## src/rtl/mux_scan_ctrl.sv

```systemverilog
// rtl/mux_scan_ctrl.sv - scan sequencer for an N_CH:1 bit mux, word out on valid/ready
// Optional MUX_SCAN_CONT_EN: rescan back-to-back after each accepted word.
module mux_scan_ctrl #(
  parameter  int SEL_W  = 3,
  parameter  int SETTLE = 1,
  localparam int N_CH   = 2 ** SEL_W
) (
  input  logic             clk,
  input  logic             rst_n,
  input  logic             start,
  output logic [SEL_W-1:0] sel,
  input  logic             y_in,
  output logic             busy,
  output logic [N_CH-1:0]  data_out,
  output logic             data_valid,
  input  logic             data_ready
);

  typedef enum logic [1:0] {S_IDLE, S_SETTLE, S_SAMPLE, S_DONE} state_t;

  localparam logic [3:0]       SETTLE_LD = 4'(SETTLE);
  localparam logic [SEL_W-1:0] LAST_SEL  = SEL_W'(N_CH - 1);
  // With no settle time every channel slot is a single SAMPLE cycle.
  localparam state_t           SLOT_ST   = (SETTLE == 0) ? S_SAMPLE : S_SETTLE;

  state_t           r_state, w_state_nxt;
  logic [SEL_W-1:0] r_sel,   w_sel_nxt;
  logic [3:0]       r_cnt,   w_cnt_nxt;
  logic [N_CH-1:0]  r_cap,   w_cap_nxt;
  logic [N_CH-1:0]  r_data,  w_data_nxt;
  logic             r_valid, w_valid_nxt;

  always_ff @(posedge clk or negedge rst_n) begin
    if (!rst_n) begin
      r_state <= S_IDLE;
      r_sel   <= '0;
      r_cnt   <= '0;
      r_cap   <= '0;
      r_data  <= '0;
      r_valid <= 1'b0;
    end else begin
      r_state <= w_state_nxt;
      r_sel   <= w_sel_nxt;
      r_cnt   <= w_cnt_nxt;
      r_cap   <= w_cap_nxt;
      r_data  <= w_data_nxt;
      r_valid <= w_valid_nxt;
    end
  end

  always_comb begin
    w_state_nxt = r_state;
    w_sel_nxt   = r_sel;
    w_cnt_nxt   = r_cnt;
    w_cap_nxt   = r_cap;
    w_data_nxt  = r_data;
    w_valid_nxt = r_valid;
    case (r_state)
      S_IDLE: begin
        w_sel_nxt = '0;
        if (start) begin
          w_state_nxt = SLOT_ST;
          w_cnt_nxt   = SETTLE_LD;
        end
      end
      S_SETTLE: begin
        w_cnt_nxt = r_cnt - 4'd1;
        if (r_cnt <= 4'd1) w_state_nxt = S_SAMPLE;
      end
      S_SAMPLE: begin
        w_cap_nxt[r_sel] = y_in;
        if (r_sel == LAST_SEL) begin
          w_data_nxt  = w_cap_nxt;
          w_valid_nxt = 1'b1;
          w_sel_nxt   = '0;
          w_state_nxt = S_DONE;
        end else begin
          w_sel_nxt   = r_sel + 1'b1;
          w_cnt_nxt   = SETTLE_LD;
          w_state_nxt = SLOT_ST;
        end
      end
      S_DONE: begin
        if (data_ready) begin
          w_valid_nxt = 1'b0;
`ifdef MUX_SCAN_CONT_EN
          w_sel_nxt   = '0;
          w_cnt_nxt   = SETTLE_LD;
          w_state_nxt = SLOT_ST;
`else
          w_state_nxt = S_IDLE;
`endif
        end
      end
      default: w_state_nxt = S_IDLE;
    endcase
  end

  assign sel        = r_sel;
  assign busy       = (r_state == S_SETTLE) || (r_state == S_SAMPLE);
  assign data_out   = r_data;
  assign data_valid = r_valid;

endmodule

```

## config.mk

```make
export PLATFORM = sky130hd
export DESIGN_NAME = mux_scan_ctrl
export DESIGN_NICKNAME = d
export VERILOG_FILES = /design/src/rtl/mux_scan_ctrl.sv
export SDC_FILE = /design/constraint.sdc
export NUM_CORES = 1
export LEC_CHECK = 0
export BUFFER_PORTS_ARGS = -buffer_cell sky130_fd_sc_hd__buf_2
export CAP_MARGIN = 10
export CORE_ASPECT_RATIO = 2
export CORE_UTILIZATION = 50
export CTS_CLUSTER_SIZE = 30
export DETAILED_ROUTE_END_ITERATION = 10
export PLACE_DENSITY = 0.71
export SETUP_SLACK_MARGIN = 0.5
export SLEW_MARGIN = 40
export SYNTH_ARGS = -nofsm -noshare
export SYNTH_HDL_FRONTEND = slang
export SYNTH_SLANG_ARGS = --single-unit
```

## constraint.sdc

```tcl
create_clock -name clk -period 5 [get_ports clk]
set_clock_uncertainty 0.1 [all_clocks]
set_input_delay 1 -clock clk [delete_from_list [all_inputs] [get_ports clk]]
set_output_delay 1 -clock clk [all_outputs]
set_load 0.02 [all_outputs]
```

==> results of run 1 <==
## kinds of logic (layout without fill, tap and decap cells)
group	Yosys count	in the layout	synth area share [%]
simple gates	52	52	18.5
flops	26	26	46.9
compound gates	22	22	9.93
mux	15	15	11.4
buf+inv	12	26	4.24
fa+ha+maj	10	10	9.03
## power groups by stage
stage	Clock [mW]	Combinational [mW]	Sequential, mW
floorplan	0	0.278	0.336
global placement	0	0.343	0.344
detailed placement	0	0.356	0.348
CTS	0.177	0.357	0.344
global route	0.185	0.391	0.355
finish	0.171	0.351	0.344
## final cells by class
cell class              instances  area [sq um]  area share [%]
well taps                      28          35.0            2.28
inverters                       5          18.8            1.22
clock buffers                   3          41.3            2.69
repair buffers                 17          85.1            5.53
flip-flops and latches         26           651            42.3
clock inverters                 1          30.0            1.95
multi-input cells              99           677            44.0
## through the flow
step	util, %	hold WS, ns	setup WS, ns
CTS	59.1	0.396	2.63
global route	59.1	0.426	2.53
finish	59.1	0.391	2.64
global placement	56.3	0.370	2.81
detailed placement	56.3	0.374	2.68
floorplan	-	0.357	3.05
## placed cells by master (no fill, tap or decap), types with 4 or more instances in the layout
cell type  netlist  final
ha_1            10     10
nand2_1         10     10
nor2_1          21     21
buf_2            5     17
mux2_1           6      6
nand3_1          4      4
a21oi_1         12     12
dfrtp_1         26     26
inv_1            5      5
mux2i_1          9      9
## flip-flops by register name, summed over array words and instances, names as in the netlist
signal      count
data_out        8
data_valid      1
r_cap           8
r_cnt           4
r_state         2
sel             3
## metal layers
layer | up-vias | GRT usage [%] | wire length, microns
li1 | 499 | - | -
met2 | 11 | 37.7 | 1570
met1 | 515 | 19.1 | 920
met3 | 2 | 1.75 | 34
met4 | 0 | 7.24 | 19
met5 | - | 0 | 0
## synth_stat cells, drive strengths merged (3+ instances only)
cell | count | area share, %
buf | 6 | 2.6
a21oi | 13 | 5.0
nand3 | 4 | 1.4
nor3 | 3 | 1.4
nand2 | 10 | 2.7
ha | 10 | 9.0
nor2b | 3 | 1.4
inv | 5 | 1.4
dfrtp | 26 | 47
nand2b | 3 | 1.4
mux2i | 9 | 6.5
a22o | 3 | 1.9
mux2 | 6 | 4.9
nor2 | 21 | 5.7
## worst paths after layout
kind	endpoint	from	slack, ns
min in group asynchronous	sel[1]$_DFFE_PN0P_	rst_n	0.62
setup reg to reg	r_cnt[0]$_DFFE_PN0P_	r_state[0]$_DFFE_PN0P_	2.67
hold / removal	r_cap[6]$_DFFE_PN0P_	r_cap[6]$_DFFE_PN0P_	0.39
hold reg to reg	r_cap[6]$_DFFE_PN0P_	r_cap[6]$_DFFE_PN0P_	0.39
setup / recovery	busy	r_state[0]$_DFFE_PN0P_	2.64
max in group asynchronous	r_cnt[0]$_DFFE_PN0P_	rst_n	3.80
==> flow_summary_export.csv, run 1 <==
group,metric,value,unit
die,die_y,76.5,microns
pwr,share_clk_of_total_power,19.7,%
global_route,grt_antenna_before_repair,0,
layout,diodes,0,
placement,gp_congestion,0.780,
pwr,max-vdd-ir-drop,302,uV
synthesis,syn_inst,137,
global_route,grt_pass1_vias,1027,
synthesis,flip_flop_cell_with_the_highest_count_after_synthesis,"dfrtp_1",
min_path,worstHoldPathType,"register to register",
detailed_routing,drt_drc_violations_left,0,
pwr,relative_contribution_of_combinational_cells_to_total_power,40.5,%
run,max-cap-violations,0,
clock_network,cts.clk_slew.worst_paths,0.09,ns
layout,syn_to_final_growth,10.9,%
timing,rsz0062_at_grt,"no",
detailed_routing,postRouteWirelength,2540,microns
die,dieArea,0.00300,sq mm
die,core_region_area,0.00260,sq mm
setup_path,endpoint_kind,"output port",
timing,timing.final.hold_violations,0,
global_route,gr-total-overflow,0,
pwr,power_density,564,mW/mm^2
placement,placement.io_buffers,17,
timing,setup_tns,0,ns
pwr,power.internal,0.531,mW
synthesis,yosysSeqAreaShare,46.9,%
setup_path,total_buffers_and_inverters_traversed_by_the_critical_path,2,
synthesis,ys_warn_count,0,
clock_network,cts_buffer_depth,2,
setup_path,timing.critical_path.cells,"inv_1 -> ha_1 -> buf_2",
clock_network,cts_setup_buffers,0,
pwr,p_seq_share,39.7,%
detailed_routing,detail_route.iter0.violations,13,
layout,final_net_count,167,
clock_network,htreeDepth,1,
setup_path,crit_family,"flip-flops",
detailed_routing,routed_via_density,5.74,
clock_network,post_cts.resized_instances,0,
global_route,globalRouteTotalUtil,19.6,%
layout,number_of_inserted_filler_cells_in_the_final_layout,238,
clock_network,worstSkewPairLatency,0.27,ns
layout,instances_no_fill,179,
setup_path,setup.worst_path.start_class,"register",
pwr,switching_power_summed_over_all_nets,0.336,mW
global_route,grt_pass1_wl,4250,microns
timing,min_period_over_period,47.2,%
detailed_routing,detail_route.first_pass.iterations,4,
timing,setup-violations-final,0,
clock_network,cts.hold.buffers_added,0,
synthesis,ys_types,30,
synthesis,postSynthAreaPerCell,10.1,sq um
setup_path,cp_max_fo,5,
detailed_routing,wl_per_cell,14.2,microns
clock_network,total_cts_buffers,3,
die,design.portCount,18,
synthesis,synth.cell_area,0.00139,sq mm
clock_network,tritoncts,"built",
min_path,worst_hold_path.num_cells,1,
timing,slew_viol_final,0,
setup_path,timing.critical_path.slowest_stage_cell,"dfrtp_1",
setup_path,worst-setup-path-type,"register to output port",
setup_path,worstSetupPathDepth,3,
timing,period_needed,2.36,ns
die,chipWidth,39.2,microns
detailed_routing,num_vias,1027,
synthesis,post_synthesis_register_bit_count,26,
placement,detailed_place_hpwl,1950,microns
timing,slew_headroom,55.5,%
placement,place_inst,175,
clock_network,cts.root.buffer_cell,"clkbuf_8",
setup_path,reg2regPathDepth,6,
timing,fmax,424,MHz
layout,drive_above_1_share,15.9,%
layout,final_design_area_no_fill,0.00154,sq mm
synthesis,asyncSetResetFlopFracSynth,100,%
pwr,power.total,0.867,mW
pwr,switching_fraction,38.8,%
timing,tightest_slew,0.667,ns
synthesis,synth_nets,152,
pwr,leakage,0.740,nW
setup_path,critPathRequiredTime,3.90,ns
setup_path,worst_path_largest_cell_delay,0.43,ns
synthesis,synth_edf_count,0,
die,row_count,26,
outcome,outcome,"finished clean",
setup_path,worst-endpoint-arrival,1.26,ns
global_route,grt_max_degree,27,
placement,detailed_place.area,0.00147,sq mm
detailed_routing,antenna_violating_nets_post_route,0,
clock_network,clkSinkCount,26,
die,floorplan.initialDensity,53.3,%
Power figures use the tool's default switching activity.
==> inputs of run 2 (changes only) <==
- PLACE_DENSITY: 0.71 -> 0.73
- clock period: 5 -> 2.15 ns (I/O delays scaled with it)
==> run 2 against run 1 <==
Via count up 3.5%. Sequential power grew 120%. Non-clock buffer count rose by 12. First-iteration DRC count rose by 150%. Clock-buffer cell count did not move. Routed wire length grew 18%. Final cell count rose by 6.7%. Clock power up 140%. Sequential share of layout area fell by 4.2 points. Register-to-register slack lost 2.2 ns. Final area increased by 11%. Utilization increased by 6.8 points. Critical path type is now register to register. Critical endpoint is now r_cnt[3]$_DFFE_PN0P_. Largest cell class unchanged.
==> flow_summary_export.csv, run 2 (synthesis gave the netlist of run 1 again) <==
group,metric,value,unit
die,chipWidth,39.2,microns
timing,tightest_slew,0.583,ns
setup_path,worst_path_largest_cell_delay,0.43,ns
layout,syn_to_final_growth,23.6,%
pwr,leakage,0.796,nW
clock_network,cts.root.buffer_cell,"clkbuf_8",
setup_path,timing.critical_path.slowest_stage_cell,"dfrtp_2",
setup_path,total_buffers_and_inverters_traversed_by_the_critical_path,0,
run,max-cap-violations,0,
timing,period_needed,1.67,ns
setup_path,endpoint_kind,"register",
pwr,power_density,1350,mW/mm^2
placement,detailed_place_hpwl,2080,microns
clock_network,worstSkewPairLatency,0.27,ns
layout,drive_above_1_share,31.9,%
die,design.portCount,18,
clock_network,cts_buffer_depth,2,
layout,number_of_inserted_filler_cells_in_the_final_layout,207,
global_route,grt_max_degree,27,
global_route,grt_pass1_vias,1099,
detailed_routing,detail_route.first_pass.iterations,4,
placement,gp_congestion,0.735,
layout,final_net_count,179,
timing,setup-violations-final,0,
clock_network,cts.clk_slew.worst_paths,0.09,ns
die,dieArea,0.00300,sq mm
layout,fin_util,65.9,%
die,die_y,76.5,microns
timing,timing.final.hold_violations,0,
global_route,grt_pass1_wl,5030,microns
global_route,gr-total-overflow,0,
pwr,max-vdd-ir-drop,1000,uV
clock_network,tritoncts,"built",
setup_path,cp_max_fo,4,
timing,min_period_over_period,77.8,%
die,row_count,26,
setup_path,setup.worst_path.start_class,"register",
setup_path,critPathMostFrequentCell,"ha_4",
timing,rsz0062_at_grt,"yes",
timing,slew_headroom,61.1,%
placement,place_ws,0.274,ns
placement,placement.io_buffers,17,
clock_network,clkSinkCount,26,
die,core_region_area,0.00260,sq mm
detailed_routing,postRouteWirelength,2990,microns
pwr,power.total,2.31,mW
setup_path,worst-setup-path-type,"register to register",
min_path,worstHoldPathType,"primary input to async pin",
detailed_routing,wl_per_cell,15.7,microns
clock_network,htreeDepth,1,
setup_path,crit_family,"simple AND/OR/NAND/NOR gates",
detailed_routing,antenna_violating_nets_post_route,0,
detailed_routing,detail_route.iter0.violations,32,
layout,layout.cells.most_common,"dfrtp_1",
global_route,grt_antenna_before_repair,0,
setup_path,timing.critical_path.cells,"ha_4 -> ha_4 -> and2_4 -> or3_4 -> nand2_2 -> o211ai_1",
detailed_routing,drt_drc_violations_left,0,
timing,setup_ws,0.478,ns
clock_network,cts.hold.buffers_added,0,
detailed_routing,num_vias,1063,
timing,fmax,598,MHz
setup_path,worst-endpoint-arrival,1.73,ns
detailed_routing,routed_via_density,5.57,
global_route,globalRouteTotalUtil,23.3,%
timing,setup_tns,0,ns
outcome,outcome,"finished clean",
setup_path,critPathRequiredTime,2.20,ns
layout,diodes,0,
clock_network,total_cts_buffers,3,
die,floorplan.initialDensity,53.3,%
layout,layout.cells.most_common_list,"24 x dfrtp_1, 21 x nor2_1, 16 x buf_2",
timing,slew_viol_final,0,
run 2: cell count changes in the layout (fill, tap and decap cells not counted), moves of 2 or more:
cell	delta
ha_4	+4
ha_1	-6
buf_4	+12
dfrtp_1	-2
dfrtp_2	+2
ha_2	+2
inv_2	+3
inv_1	-3
run 2: where the power goes:
group          internal [mW]  switching (mW)
sequential             0.637           0.120
clock                  0.249           0.157
combinational          0.518           0.624
run 2: layer usage:
metal | vias to the layer above | share of wire [%] | track usage [%]
met5 | - | 0 | 0
met4 | 0 | 0.64 | 6.90
met3 | 2 | 1.7 | 2.04
met2 | 18 | 60 | 42.0
met1 | 522 | 38 | 27.0
li1 | 521 | - | -
run 2: timing repair:
item / CTS / global route
setup endpoints to repair: 10 / 13
pin swaps: 5 / 2
gates resized for setup: 7 / 8
endpoints found under the hold margin: 0 / 0
buffers inserted: 7 / 2
run 2: final timing paths:
check                                     startpoint                     end  slack, ns  depth (start not counted)
worst max-delay path              sel[1]$_DFFE_PN0P_    r_cnt[3]$_DFFE_PN0P_       0.48                          6
worst min-delay path                           rst_n    r_cap[3]$_DFFE_PN0P_       0.05                          1
worst max register to register    sel[1]$_DFFE_PN0P_    r_cnt[3]$_DFFE_PN0P_       0.48                          6
worst min register to register  r_cap[2]$_DFFE_PN0P_    r_cap[2]$_DFFE_PN0P_       0.40                          1
max in group asynchronous                      rst_n      sel[0]$_DFFE_PN0P_       1.48                          1
min in group clk                          data_ready  data_valid$_DFFE_PN0P_       0.36                          3
run 2: cell type report:
type | count | area [sq um] | share of cell area, %
multi-input combinational | 99 | 754 | 44.0
sequential | 26 | 653 | 38.1
timing repair buffer | 29 | 181 | 10.6
clock buffer | 3 | 41.3 | 2.41
tap | 28 | 35.0 | 2.04
clock inverter | 1 | 30.0 | 1.75
inverter | 5 | 18.8 | 1.09
run 2: worst register-to-register path: cells and delay by family, from the launching register on:
kind / cells / cell delay, ns
and+or+nand+nor: 3 / 0.63
AOI/OAI and AO/OA: 1 / 0.08
adders and majority gates: 2 / 0.32
DFF: 1 / 0.43
run 2: metrics by stage:
step                instance area (sq um)  hold WS [ns]  std cells
floorplan                            1420        0.0344        137
global placement                     1520         0.353        178
detailed placement                   1520         0.367        178
CTS                                  1670        0.0674        189
global route                         1710        0.0996        191
finish                               1710        0.0482        191
